## src/rtl/lrn_pkg.sv

```systemverilog
// Shared types for the LRN address generator: sequencer states and traversal-order encoding.
package lrn_pkg;

  typedef enum logic [1:0] {
    S_IDLE  = 2'd0,
    S_RUN   = 2'd1,
    S_DRAIN = 2'd2,
    S_DONE  = 2'd3
  } lrn_state_e;

  localparam logic MODE_CH_INNER  = 1'b0;
  localparam logic MODE_ROW_MAJOR = 1'b1;

endpackage

```

## src/rtl/lrn_addr_gen_if.sv

```systemverilog
// GLB read port and divider write-back port of the LRN address generator.
// Handshakes: a read transfers on an edge where r_enable && r_ready; once raised, r_enable/r_addr
// hold until that edge. w_enable is a one-cycle strobe with no back-pressure; div_out_valid is a pulse.
interface lrn_addr_gen_if #(
  parameter int ADDR_BUS_WIDTH = 20
);
  logic                      r_enable;
  logic [ADDR_BUS_WIDTH-1:0] r_addr;
  logic                      r_ready;
  logic                      full_flag;
  logic                      div_out_valid;
  logic                      w_enable;
  logic [ADDR_BUS_WIDTH-1:0] w_addr;

  modport master (
    output r_enable, r_addr, w_enable, w_addr,
    input  r_ready, full_flag, div_out_valid
  );

  modport slave (
    input  r_enable, r_addr, w_enable, w_addr,
    output r_ready, full_flag, div_out_valid
  );
endinterface

```

## src/rtl/lrn_index_counter.sv

```systemverilog
// Four-level nested wrap counter over (n,m,e,f); mode picks which index is innermost.
module lrn_index_counter
  import lrn_pkg::*;
#(
  parameter int N_WIDTH = 2,
  parameter int M_WIDTH = 10,
  parameter int E_WIDTH = 6,
  parameter int F_WIDTH = 6
) (
  input  logic               clk,
  input  logic               rst_n,
  input  logic               clr,
  input  logic               adv,
  input  logic               mode,
  input  logic [N_WIDTH-1:0] lim_n,
  input  logic [M_WIDTH-1:0] lim_m,
  input  logic [E_WIDTH-1:0] lim_e,
  input  logic [F_WIDTH-1:0] lim_f,
  output logic [N_WIDTH-1:0] idx_n,
  output logic [M_WIDTH-1:0] idx_m,
  output logic [E_WIDTH-1:0] idx_e,
  output logic [F_WIDTH-1:0] idx_f,
  output logic               last
);

  logic [N_WIDTH-1:0] n_q, n_d;
  logic [M_WIDTH-1:0] m_q, m_d;
  logic [E_WIDTH-1:0] e_q, e_d;
  logic [F_WIDTH-1:0] f_q, f_d;
  logic               at_n, at_m, at_e, at_f;

  assign at_n = (n_q == lim_n - N_WIDTH'(1));
  assign at_m = (m_q == lim_m - M_WIDTH'(1));
  assign at_e = (e_q == lim_e - E_WIDTH'(1));
  assign at_f = (f_q == lim_f - F_WIDTH'(1));
  assign last = at_n & at_m & at_e & at_f;

  always_comb begin
    n_d = n_q;
    m_d = m_q;
    e_d = e_q;
    f_d = f_q;
    if (adv) begin
      if (mode == MODE_CH_INNER) begin
        // m innermost, then f, then e, n outermost
        m_d = at_m ? '0 : m_q + M_WIDTH'(1);
        if (at_m) begin
          f_d = at_f ? '0 : f_q + F_WIDTH'(1);
          if (at_f) begin
            e_d = at_e ? '0 : e_q + E_WIDTH'(1);
            if (at_e) n_d = at_n ? '0 : n_q + N_WIDTH'(1);
          end
        end
      end else begin
        f_d = at_f ? '0 : f_q + F_WIDTH'(1);
        if (at_f) begin
          e_d = at_e ? '0 : e_q + E_WIDTH'(1);
          if (at_e) begin
            m_d = at_m ? '0 : m_q + M_WIDTH'(1);
            if (at_m) n_d = at_n ? '0 : n_q + N_WIDTH'(1);
          end
        end
      end
    end
  end

  always_ff @(posedge clk) begin
    if (!rst_n || clr) begin
      n_q <= '0;
      m_q <= '0;
      e_q <= '0;
      f_q <= '0;
    end else begin
      n_q <= n_d;
      m_q <= m_d;
      e_q <= e_d;
      f_q <= f_d;
    end
  end

  assign idx_n = n_q;
  assign idx_m = m_q;
  assign idx_e = e_q;
  assign idx_f = f_q;

endmodule

```

## src/rtl/lrn_addr_gen.sv

```systemverilog
// LRN layer sequencer: streams input pixels from the GLB under an inflight credit limit and
// writes divider results into a padded output tensor in the same traversal order.
module lrn_addr_gen
  import lrn_pkg::*;
#(
  parameter int N_WIDTH        = 2,
  parameter int M_WIDTH        = 10,
  parameter int E_WIDTH        = 6,
  parameter int F_WIDTH        = 6,
  parameter int V_WIDTH        = 2,
  parameter int ADDR_BUS_WIDTH = 20,
  parameter int MAX_INFLIGHT   = 8
) (
  input  logic                      core_clk,
  input  logic                      reset_n,
  input  logic                      start,
  input  logic [N_WIDTH-1:0]        dim4,
  input  logic [M_WIDTH-1:0]        dim3,
  input  logic [E_WIDTH-1:0]        dim2,
  input  logic [F_WIDTH-1:0]        dim1,
  input  logic [V_WIDTH-1:0]        padding_num,
  input  logic                      mode,
  input  logic [ADDR_BUS_WIDTH-1:0] rd_base,
  input  logic [ADDR_BUS_WIDTH-1:0] wr_base,
  lrn_addr_gen_if.master            bus,
  output logic                      layer_done,
  output logic                      busy,
  output logic                      err,
  output lrn_state_e                dbg_state
);

  localparam int IW = $clog2(MAX_INFLIGHT + 1);
  localparam int CW = N_WIDTH + M_WIDTH + E_WIDTH + F_WIDTH;
  localparam int PW = CW + ADDR_BUS_WIDTH + 8;
  typedef logic [PW-1:0] prod_t;

  lrn_state_e                state_q, state_d;
  logic [N_WIDTH-1:0]        dim4_q, dim4_d;
  logic [M_WIDTH-1:0]        dim3_q, dim3_d;
  logic [E_WIDTH-1:0]        dim2_q, dim2_d;
  logic [F_WIDTH-1:0]        dim1_q, dim1_d;
  logic [V_WIDTH-1:0]        pad_q, pad_d;
  logic                      mode_q, mode_d;
  logic [ADDR_BUS_WIDTH-1:0] rd_base_q, rd_base_d, wr_base_q, wr_base_d;
  logic [IW-1:0]             inflight_q, inflight_d;
  logic [CW-1:0]             wr_cnt_q, wr_cnt_d;
  logic                      rd_all_q, rd_all_d;
  logic                      r_enable_q, r_enable_d;
  logic [ADDR_BUS_WIDTH-1:0] r_addr_q, r_addr_d, w_addr_q, w_addr_d;
  logic                      w_enable_q, w_enable_d;
  logic                      layer_done_q, layer_done_d;
  logic                      err_q, err_d;

  logic                      acc, wr_ok, rd_adv, cfg_clr, rd_last, wr_last;
  logic [N_WIDTH-1:0]        rd_n, wr_n;
  logic [M_WIDTH-1:0]        rd_m, wr_m;
  logic [E_WIDTH-1:0]        rd_e, wr_e;
  logic [F_WIDTH-1:0]        rd_f, wr_f;
  logic [E_WIDTH:0]          p2;
  logic [F_WIDTH:0]          p1;
  prod_t                     rd_lin, wr_lin;
  logic [CW-1:0]             total;

  lrn_index_counter #(.N_WIDTH(N_WIDTH), .M_WIDTH(M_WIDTH), .E_WIDTH(E_WIDTH), .F_WIDTH(F_WIDTH)) u_rd_cnt (
    .clk(core_clk), .rst_n(reset_n), .clr(cfg_clr), .adv(rd_adv), .mode(mode_q),
    .lim_n(dim4_q), .lim_m(dim3_q), .lim_e(dim2_q), .lim_f(dim1_q),
    .idx_n(rd_n), .idx_m(rd_m), .idx_e(rd_e), .idx_f(rd_f), .last(rd_last)
  );

  lrn_index_counter #(.N_WIDTH(N_WIDTH), .M_WIDTH(M_WIDTH), .E_WIDTH(E_WIDTH), .F_WIDTH(F_WIDTH)) u_wr_cnt (
    .clk(core_clk), .rst_n(reset_n), .clr(cfg_clr), .adv(wr_ok), .mode(mode_q),
    .lim_n(dim4_q), .lim_m(dim3_q), .lim_e(dim2_q), .lim_f(dim1_q),
    .idx_n(wr_n), .idx_m(wr_m), .idx_e(wr_e), .idx_f(wr_f), .last(wr_last)
  );

  // Padded extents; one extra bit so dim + 2*pad never wraps.
  assign p2 = {1'b0, dim2_q} + (E_WIDTH+1)'({pad_q, 1'b0});
  assign p1 = {1'b0, dim1_q} + (F_WIDTH+1)'({pad_q, 1'b0});

  assign rd_lin = ((prod_t'(rd_n) * prod_t'(dim3_q) + prod_t'(rd_m)) * prod_t'(dim2_q) + prod_t'(rd_e))
                  * prod_t'(dim1_q) + prod_t'(rd_f) + prod_t'(rd_base_q);
  assign wr_lin = ((prod_t'(wr_n) * prod_t'(dim3_q) + prod_t'(wr_m)) * prod_t'(p2) + prod_t'(wr_e) + prod_t'(pad_q))
                  * prod_t'(p1) + prod_t'(wr_f) + prod_t'(pad_q) + prod_t'(wr_base_q);
  assign total  = CW'(dim1_q) * CW'(dim2_q) * CW'(dim3_q) * CW'(dim4_q);

  always_comb begin
    state_d      = state_q;
    dim4_d       = dim4_q;
    dim3_d       = dim3_q;
    dim2_d       = dim2_q;
    dim1_d       = dim1_q;
    pad_d        = pad_q;
    mode_d       = mode_q;
    rd_base_d    = rd_base_q;
    wr_base_d    = wr_base_q;
    rd_all_d     = rd_all_q;
    r_enable_d   = r_enable_q;
    r_addr_d     = r_addr_q;
    w_enable_d   = 1'b0;
    w_addr_d     = w_addr_q;
    layer_done_d = 1'b0;
    err_d        = err_q;
    cfg_clr      = 1'b0;
    rd_adv       = 1'b0;
    acc          = r_enable_q & bus.r_ready;
    wr_ok        = bus.div_out_valid && (inflight_q != '0) && (state_q == S_RUN || state_q == S_DRAIN);
    inflight_d   = inflight_q + IW'(acc) - IW'(wr_ok);
    wr_cnt_d     = wr_cnt_q + CW'(wr_ok);

    if (wr_ok) begin
      w_enable_d = 1'b1;
      w_addr_d   = wr_lin[ADDR_BUS_WIDTH-1:0];
    end

    case (state_q)
      S_IDLE: begin
        if (start) begin
          dim4_d     = dim4;
          dim3_d     = dim3;
          dim2_d     = dim2;
          dim1_d     = dim1;
          pad_d      = padding_num;
          mode_d     = mode;
          rd_base_d  = rd_base;
          wr_base_d  = wr_base;
          cfg_clr    = 1'b1;
          inflight_d = '0;
          wr_cnt_d   = '0;
          rd_all_d   = 1'b0;
          if (dim4 == '0 || dim3 == '0 || dim2 == '0 || dim1 == '0) begin
            state_d = S_DONE;
            err_d   = 1'b1;
          end else begin
            state_d = S_RUN;
            err_d   = 1'b0;
          end
        end
      end
      S_RUN: begin
        // A raised request is frozen until accepted; only a free slot may raise a new one.
        if (!r_enable_q || bus.r_ready) begin
          r_enable_d = 1'b0;
          if (!rd_all_q && inflight_d < IW'(MAX_INFLIGHT) && !bus.full_flag) begin
            r_enable_d = 1'b1;
            r_addr_d   = rd_lin[ADDR_BUS_WIDTH-1:0];
            rd_adv     = 1'b1;
            rd_all_d   = rd_last;
          end
        end
        if (acc && rd_all_q) state_d = S_DRAIN;
      end
      S_DRAIN: begin
        if (wr_ok && wr_last && wr_cnt_d == total) state_d = S_DONE;
      end
      S_DONE: begin
        state_d      = S_IDLE;
        layer_done_d = 1'b1;
      end
      default: state_d = S_IDLE;
    endcase

    if (bus.div_out_valid && !wr_ok) err_d = 1'b1;
  end

  always_ff @(posedge core_clk) begin
    if (!reset_n) begin
      state_q      <= S_IDLE;
      dim4_q       <= '0;
      dim3_q       <= '0;
      dim2_q       <= '0;
      dim1_q       <= '0;
      pad_q        <= '0;
      mode_q       <= MODE_CH_INNER;
      rd_base_q    <= '0;
      wr_base_q    <= '0;
      inflight_q   <= '0;
      wr_cnt_q     <= '0;
      rd_all_q     <= 1'b0;
      r_enable_q   <= 1'b0;
      r_addr_q     <= '0;
      w_enable_q   <= 1'b0;
      w_addr_q     <= '0;
      layer_done_q <= 1'b0;
      err_q        <= 1'b0;
    end else begin
      state_q      <= state_d;
      dim4_q       <= dim4_d;
      dim3_q       <= dim3_d;
      dim2_q       <= dim2_d;
      dim1_q       <= dim1_d;
      pad_q        <= pad_d;
      mode_q       <= mode_d;
      rd_base_q    <= rd_base_d;
      wr_base_q    <= wr_base_d;
      inflight_q   <= inflight_d;
      wr_cnt_q     <= wr_cnt_d;
      rd_all_q     <= rd_all_d;
      r_enable_q   <= r_enable_d;
      r_addr_q     <= r_addr_d;
      w_enable_q   <= w_enable_d;
      w_addr_q     <= w_addr_d;
      layer_done_q <= layer_done_d;
      err_q        <= err_d;
    end
  end

  assign bus.r_enable = r_enable_q;
  assign bus.r_addr   = r_addr_q;
  assign bus.w_enable = w_enable_q;
  assign bus.w_addr   = w_addr_q;
  assign layer_done   = layer_done_q;
  assign busy         = (state_q != S_IDLE);
  assign err          = err_q;
  assign dbg_state    = state_q;

endmodule

```

## src/flat_wrapper.sv

```systemverilog
// flat-port wrapper written by rule: the top's interface ports become plain ports
module lrn_addr_gen_flat import lrn_pkg::*;
#(
  parameter int N_WIDTH        = 2,
  parameter int M_WIDTH        = 10,
  parameter int E_WIDTH        = 6,
  parameter int F_WIDTH        = 6,
  parameter int V_WIDTH        = 2,
  parameter int ADDR_BUS_WIDTH = 20,
  parameter int MAX_INFLIGHT   = 8
)
  (core_clk, reset_n, start, dim4, dim3, dim2, dim1, padding_num, mode, rd_base, wr_base, layer_done, busy, err, dbg_state, bus_r_enable, bus_r_addr, bus_w_enable, bus_w_addr, bus_r_ready, bus_full_flag, bus_div_out_valid);
  lrn_addr_gen_if #(.ADDR_BUS_WIDTH(ADDR_BUS_WIDTH)) bus_i ();
  input  logic core_clk;
  input  logic reset_n;
  input  logic start;
  input  logic [N_WIDTH-1:0] dim4;
  input  logic [M_WIDTH-1:0] dim3;
  input  logic [E_WIDTH-1:0] dim2;
  input  logic [F_WIDTH-1:0] dim1;
  input  logic [V_WIDTH-1:0] padding_num;
  input  logic mode;
  input  logic [ADDR_BUS_WIDTH-1:0] rd_base;
  input  logic [ADDR_BUS_WIDTH-1:0] wr_base;
  output logic layer_done;
  output logic busy;
  output logic err;
  output lrn_state_e dbg_state;
  output wire logic [$bits(bus_i.r_enable)-1:0] bus_r_enable;
  output wire logic [$bits(bus_i.r_addr)-1:0] bus_r_addr;
  output wire logic [$bits(bus_i.w_enable)-1:0] bus_w_enable;
  output wire logic [$bits(bus_i.w_addr)-1:0] bus_w_addr;
  input wire logic [$bits(bus_i.r_ready)-1:0] bus_r_ready;
  input wire logic [$bits(bus_i.full_flag)-1:0] bus_full_flag;
  input wire logic [$bits(bus_i.div_out_valid)-1:0] bus_div_out_valid;
  assign bus_r_enable = bus_i.r_enable;
  assign bus_r_addr = bus_i.r_addr;
  assign bus_w_enable = bus_i.w_enable;
  assign bus_w_addr = bus_i.w_addr;
  assign bus_i.r_ready = bus_r_ready;
  assign bus_i.full_flag = bus_full_flag;
  assign bus_i.div_out_valid = bus_div_out_valid;
  lrn_addr_gen #(.N_WIDTH(N_WIDTH), .M_WIDTH(M_WIDTH), .E_WIDTH(E_WIDTH), .F_WIDTH(F_WIDTH), .V_WIDTH(V_WIDTH), .ADDR_BUS_WIDTH(ADDR_BUS_WIDTH), .MAX_INFLIGHT(MAX_INFLIGHT)) u_core (.core_clk(core_clk), .reset_n(reset_n), .start(start), .dim4(dim4), .dim3(dim3), .dim2(dim2), .dim1(dim1), .padding_num(padding_num), .mode(mode), .rd_base(rd_base), .wr_base(wr_base), .bus(bus_i), .layer_done(layer_done), .busy(busy), .err(err), .dbg_state(dbg_state));
endmodule
```

## config.mk

```make
export PLATFORM = sky130hd
export DESIGN_NAME = lrn_addr_gen_flat
export DESIGN_NICKNAME = d
export VERILOG_FILES = /design/src/rtl/lrn_pkg.sv /design/src/rtl/lrn_addr_gen_if.sv /design/src/rtl/lrn_index_counter.sv /design/src/rtl/lrn_addr_gen.sv /design/src/flat_wrapper.sv
export SDC_FILE = /design/constraint.sdc
export NUM_CORES = 2
export LEC_CHECK = 0
export ABC_AREA = 1
export CORE_MARGIN = 3
export CORE_UTILIZATION = 35
export DETAILED_ROUTE_END_ITERATION = 6
export GPL_ROUTABILITY_DRIVEN = 0
export PLACE_DENSITY_LB_ADDON = 0.05
export SLEW_MARGIN = 20
export SYNTH_ARGS = -nofsm -noshare
export SYNTH_HDL_FRONTEND = slang
export SYNTH_SLANG_ARGS = --single-unit
export TNS_END_PERCENT = 50
```

## constraint.sdc

```tcl
create_clock -name core_clk -period 15.2 [get_ports core_clk]
set_input_delay 3.8 -clock core_clk [delete_from_list [all_inputs] [get_ports core_clk]]
set_output_delay 3.8 -clock core_clk [all_outputs]
set_load 0.02 [all_outputs]
```

Word-level counts from Yosys, hierarchy flattened
Index checks and enable logic that the tools add are counted.
W data, S select, Z words.
- output and inout port bits: 47
- input port bits: 73
- word-level logic and storage cells: 196
- flip-flop bits (word level): 190
- eq/ne operators: 21
- bitwise gates (word level): 7
- reduce and logical (&&, ||, !) cells: 43
- mux-type cells: 62
- add/subtract/negate cells: 27
- magnitude comparators: 1
- multiply operators: 9
- operator list (cell ; number):
    $add A52 B6 Y52 ; 2
    $mux W6 ; 14
    $mux W10 ; 8
    $add A52 B2 Y52 ; 1
    $mul A52 B6 Y20 ; 1
    $mul A52 B6 Y52 ; 1
    $mul A52 B7 Y20 ; 1
    $mul A52 B7 Y52 ; 1
    $mux W24 ; 2
    $add A20 B20 Y20 ; 2
    $add A20 B6 Y20 ; 2
    $mux W2 ; 20
    $add A12 B10 Y13 ; 2
    $add A24 B1 Y24 ; 1
    $add A6 B1 Y6 const B ; 4
    $eq A24 B24 Y1 ; 1
    $eq A6 B6 Y1 ; 4
    $mul A2 B10 Y12 ; 2
    $mul A22 B2 Y24 ; 1
    $mul A12 B10 Y22 ; 1
    $add A10 B1 Y10 const B ; 2
    $add A20 B2 Y20 ; 1
    $eq A10 B10 Y1 ; 2
    $ne A2 B2 Y1 const B ; 9
    other kinds (28) ; 85

Logic depth before layout (Yosys ltp)
- depth in word-level cells: 11
- depth in mapped cells: 59
- gate-level depth less buffers: 57

Cells and area by module
Synthesis repeated with hierarchy kept, for this count alone.
- cell total of the unflattened synthesis: 4692
- area, all modules: 32467.4 µm²
- by module, submodules not included (module ; sequential area each (µm²) ; times used ; area an instance (µm²) ; cells an instance):
    lrn_addr_gen ; 2842.7 ; 1 ; 27585.2 ; 3810
    lrn_index_counter ; 480.5 ; 2 ; 2441.1 ; 441

Worst setup path before layout
No wires, ideal clock.
- kind: reg2reg
- start: reg u_core.dim1_q[1]
- end: reg u_core.state_q[1], in the netlist u_core.dbg_state[1]
- cell stages (with the launch flop): 54
- path buffers: 2
- path slack: 4.943 ns
- setup time: 0.113 ns
- period minus slack after synthesis: 10.257 ns
- data required time: 15.087 ns
- arrival: 10.144 ns
- cell sequence: dfxtp_1 -> clkbuf_1 -> buf_1 -> nand2_1 -> fa_1 -> fa_1 -> fa_1 -> inv_1 -> ha_1 -> a21oi_1 -> inv_1 -> a31oi_1 -> or2_2 -> nand2_1 -> a21oi_1 -> or2_2 -> nand2_1 -> a21oi_1 -> [... 18 more ...] -> xor2_1 -> nor2_1 -> ha_1 -> nand2_1 -> nor3_1 -> nand3_1 -> nand3b_1 -> nand2_1 -> nand2_1 -> nand3_1 -> nand2_1 -> nand3_1 -> nor2_1 -> nand4_1 -> nand2_1 -> nand2_1 -> nor2_1 -> nor2_1
- longest elaborated chain between the ends: 7
- elaborated cells between the ends (all ways): 11
- classes of those cells: 1 x add/sub; 3 x mul; 3 x eq/ne; 1 x bitwise; 3 x reduce/logical
- ends and longest elaborated chain (element ; RTL line ; RTL):
    start, declared ; lrn_addr_gen.sv:41 ; logic [F_WIDTH-1:0] dim1_q, dim1_d;
    start signal, assigned ; lrn_addr_gen.sv:190 ; dim1_q <= dim1_d;
    $mul A6 B6 Y12 / $sub A6 B1 Y6 (equally long branches) ; lrn_addr_gen.sv:84, lrn_index_counter.sv:35 ;
    $mul A12 B10 Y22 / $eq A6 B6 Y1 (equally long branches) ; lrn_addr_gen.sv:84, lrn_index_counter.sv:35 ;
    $mul A22 B2 Y24 / $and A1 B1 Y1 (equally long branches) ; lrn_addr_gen.sv:84, lrn_index_counter.sv:36 ;
    $eq A24 B24 Y1 / $logic_and A1 B1 Y1 (equally long branches) ; lrn_addr_gen.sv:153 ; if (wr_ok && wr_last && wr_cnt_d == total) state_d = S_DONE;
    $logic_and A1 B1 Y1 (*) ; lrn_addr_gen.sv:153 ;
    $ne A2 B2 Y1 (no source line) (*) ; n/a ;
    $reduce_and A3 Y1 (no source line) (*) ; n/a ;
    end signal, assigned ; lrn_addr_gen.sv:186 ; state_q <= state_d;
    end, declared ; lrn_addr_gen.sv:37 ; lrn_state_e state_q, state_d;
Mark *: on every way between the ends. The rest lies on a longest branch, timed or not.
A chain may end at the register's enable or synchronous reset.

Final worst setup path
- start: reg u_core.dim2_q[3]
- end: reg u_core.state_q[0], in the netlist u_core.dbg_state[0]
- longest elaborated chain between the ends: 8
- elaborated cells between the ends (all ways): 12
- classes of those cells: 1 x add/sub; 3 x mul; 3 x eq/ne; 2 x bitwise; 3 x reduce/logical
- ends and longest elaborated chain (element ; RTL line ; RTL):
    start, declared ; lrn_addr_gen.sv:40 ; logic [E_WIDTH-1:0] dim2_q, dim2_d;
    start signal, assigned ; lrn_addr_gen.sv:189 ; dim2_q <= dim2_d;
    parallel branches: the longest is 5 deep, another holds $mul A22 B2 Y24 ; n/a ;
    $logic_and A1 B1 Y1 (*) ; lrn_addr_gen.sv:153 ;
    $ne A2 B2 Y1 (no source line) (*) ; n/a ;
    $reduce_and A3 Y1 (no source line) (*) ; n/a ;
Every way passes the cells marked *.

==> impl_metrics.csv <==
group,metric,value,unit
clock_network,cts_resized,0,
final_layout,diodes,0,
yosys,synth.distinct_cells,52,
pwr,power_density,77.6,nW/um^2
clock_network,cts-root-buf,"clkbuf_16",
timing,finalCritPeriodShare,0.760,
drt,dr_total_vias,27096,
drt,wl,96.9,mm
pwr,comb_power_share,0.577,
final_layout,fillCellCount,9711,
pwr,swShare,0.519,
yosys,yosysSeqAreaShare,0.121,
worst_setup_path,crit_top_cell,"nand2_1",
grt,antenna_found_initial,2,
place,place_ws,3.64,ns
timing,fin_crit,11.55,ns
run_status,violations,"DRC",
place,placed_cells,5676,
yosys,synth_top_area_frac,0.255,
pwr,switching_power,1390,uW
grt,met2_usage,0.389,
timing,fin_ws,3.65,ns
grt,grt_use_met1,0.269,
grt,grt_max_degree,65,
final_layout,fin_util,0.388,
clock_network,cts_max_path_buffers,2,
floorplanning,die_area,93200,um^2
floorplanning,ios,120,
pwr,leakagePower,0.0178,uW
yosys,synth.area.top_cells,"fa_1 26%, ha_1 13%, nand2_1 12%, dfxtp_1 12%, inv_1 11%",
timing,finalClockSkew,0.0162,ns
final_layout,area_delta_synth_final,9.74,%
clock_network,cts_tree,"built",
place,dpl.hpwl,81.0,mm
drt,drc_errors,1,
worst_setup_path,cp_slowest_cell,"dfxtp_1",
drt,routed_via_density,4.75,
timing,maxSlewViolCount,0,
pwr,power.share.clock,0.179,
timing,fmax,86.6,MHz
pwr,p_int,1280,uW
worst_hold_path,hp-start,"u_core.bus.r_addr[6]",
yosys,syn_area_per_cell,7.02,um^2
grt,use_met3,0.0273,
pwr,irDropWorstVdd,0.0000892,V
grt,grt_overflow,0,
clock_network,worstSkewPairLatency,0.51,ns
timing,rsz0062_at_grt,"no",
worst_setup_path,critPathKind,"reg2reg",
place,io_buffers,119,
drt,wl_per_cell,17.0,um
clock_network,cts_inserted_buffers,17,
yosys,synth_top_cells_by_count,"1,043 x nand2_1, 945 x inv_1, 540 x nor2_1, 400 x fa_1, 321 x ha_1",
drt,antenna_left,0,
yosys,yosys_warnings,0,
floorplanning,rows,109,
drt,drt_iter0_markers,1249,
worst_setup_path,end_kind,"flip-flop",
clock_network,htree_levels,4,
grt,grt_pass1_wl,157,mm
grt,grt_use_total,0.215,
floorplanning,die_w,305,um
flow_run,maxCapViolations,0,
final_layout,stdcell_count,5708,
final_layout,fin_nets,5324,
worst_setup_path,cp.arrival,12.00,ns
worst_hold_path,hp-class,"reg2reg",
worst_setup_path,crit_path_max_fanout,20,
timing,hold_viol,0,
yosys,synth_top_area_cell,"fa_1",
yosys,synthFlopType,"dfxtp_1",
worst_setup_path,worstPathRequired,15.65,ns
final_layout,layout-drive-gt1-share,0.0260,
clock_network,post_cts_buffers,0,
worst_setup_path,r2r-start,"u_core.dim2_q[3]",
timing,tightestPinTransition,1.08,ns
clock_network,numClockSinks,190,
yosys,async_flop_share,0,
drt,drt_pre_antenna_iters,7,
yosys,synth_edf_count,0,
yosys,synth_cells,4468,
floorplanning,die_h,305,um
grt,gr-max-usage-layer,"met2",
timing,finalSetupViolCount,0,
pwr,p_total,2670,uW
clock_network,cts.clk_slew.worst_paths,0.09,ns
yosys,syn-num-nets,5262,
floorplanning,core,88600,um^2
grt,grt_pass1_vias,28731,
run_status,status,"finished, violations left",
timing,relSlewSlack,0.278,
yosys,yosysMostFrequentCell,"nand2_1",
yosys,yosys_register_bits,190,
worst_setup_path,max_stage_delay,0.92,ns
worst_setup_path,critPathLaunchType,"flip-flop",
yosys,synth_area,31400,um^2
clock_network,cts_hold_buf,0,
pwr,seqPwrFrac,0.244,
timing,tns,0,ns
worst_setup_path,startpoint,"u_core.dim2_q[3]",
floorplanning,start_util,0.354,
## power by group through the flow
stage | clock, uW | combinational (uW) | sequential [uW]
floorplan | 0 | 992 | 656
global placement | 0 | 1560 | 664
detailed placement | 0 | 1560 | 665
CTS | 500 | 1570 | 654
global route | 515 | 1750 | 662
finish | 478 | 1540 | 651
## area by class of cell
cell class              count  area, um^2  share of cell area
clock buffers              18         429              0.0125
clock inverters            14         150             0.00436
inverters                 962        3610               0.105
multi-input cells        3212       23600               0.685
flip-flops and latches    190        3800               0.111
well taps                1165        1460              0.0424
repair buffers            147        1400              0.0406
## cells in the final DEF, fill, tap and decap left out, types with 4 or more instances in the layout
| cell type | count |
|---|---|
| ha_1 | 321 |
| nand2_1 | 1042 |
| inv_1 | 945 |
| fa_1 | 400 |
| nand2_2 | 7 |
| nor3_2 | 6 |
| inv_8 | 5 |
| nor4_1 | 8 |
| clkbuf_16 | 17 |
| xnor2_1 | 44 |
| a31oi_1 | 6 |
| o21a_1 | 5 |
| xor2_1 | 120 |
| a21oi_1 | 193 |
| nand3_1 | 166 |
| clkdlybuf4s50_1 | 118 |
| a21boi_0 | 4 |
| nor2_2 | 5 |
| a21o_1 | 5 |
| a211oi_1 | 4 |
| inv_2 | 14 |
| o21bai_1 | 19 |
| o31ai_1 | 5 |
| o21ai_0 | 156 |
| o211ai_1 | 5 |
| and2_1 | 8 |
| nor2_1 | 539 |
| and3_1 | 4 |
| dfxtp_1 | 190 |
| nor3_1 | 40 |
| or2_2 | 16 |
| nand3b_1 | 17 |
| buf_4 | 29 |
| nor3b_1 | 12 |
| nand4_1 | 31 |
## sequential cells by signal (all words and copies together), names as in the netlist, 10 cells and up
signal and cells:
u_core.dim3_q 10, u_core.wr_cnt_q 24, u_core.bus.r_addr 20, u_core.u_rd_cnt.idx_m 10
u_core.rd_base_q 20, u_core.wr_base_q 20, u_core.u_wr_cnt.idx_m 10, u_core.bus.w_addr 20
## cells by family after synthesis
family,synth area share
xor+xnor,0.0465
buf+inv,0.128
compound gates,0.0715
simple gates,0.249
fa+ha+maj,0.383
flops,0.121
## path summary, 6_finish.rpt
check	end	slack, ns	cells after the start
setup reg to reg	u_core.dbg_state[0]	3.65	52
hold / removal	u_core.bus.r_addr[6]	0.47	2
setup / recovery	u_core.dbg_state[0]	3.65	52
hold reg to reg	u_core.bus.r_addr[6]	0.47	2
## worst max-delay path: cells and delay by family (launching register included)
| kind | cells | cell delay, ns |
|---|---|---|
| fa+ha+maj | 11 | 5.12 |
| simple gates | 26 | 2.80 |
| compound gates | 9 | 1.50 |
| xor+xnor | 2 | 0.95 |
| flops | 1 | 0.92 |
| buf+inv | 4 | 0.19 |
## through the flow
stage	instance area, um^2	hold WS (ns)
floorplan	31400	0.447
detailed placement	33800	0.461
global route	34400	0.487
CTS	34400	0.475
global placement	33800	0.460
finish	34400	0.473
## layer usage
metal | up-vias | routed length [um] | share of wire
li1 | 13646 | - | -
met1 | 12969 | 43100 | 0.45
met2 | 400 | 48300 | 0.50
met3 | 81 | 3140 | 0.032
met4 | 0 | 2320 | 0.024
met5 | - | 0 | 0
No activity file was read; power rests on OpenSTA's default activity.
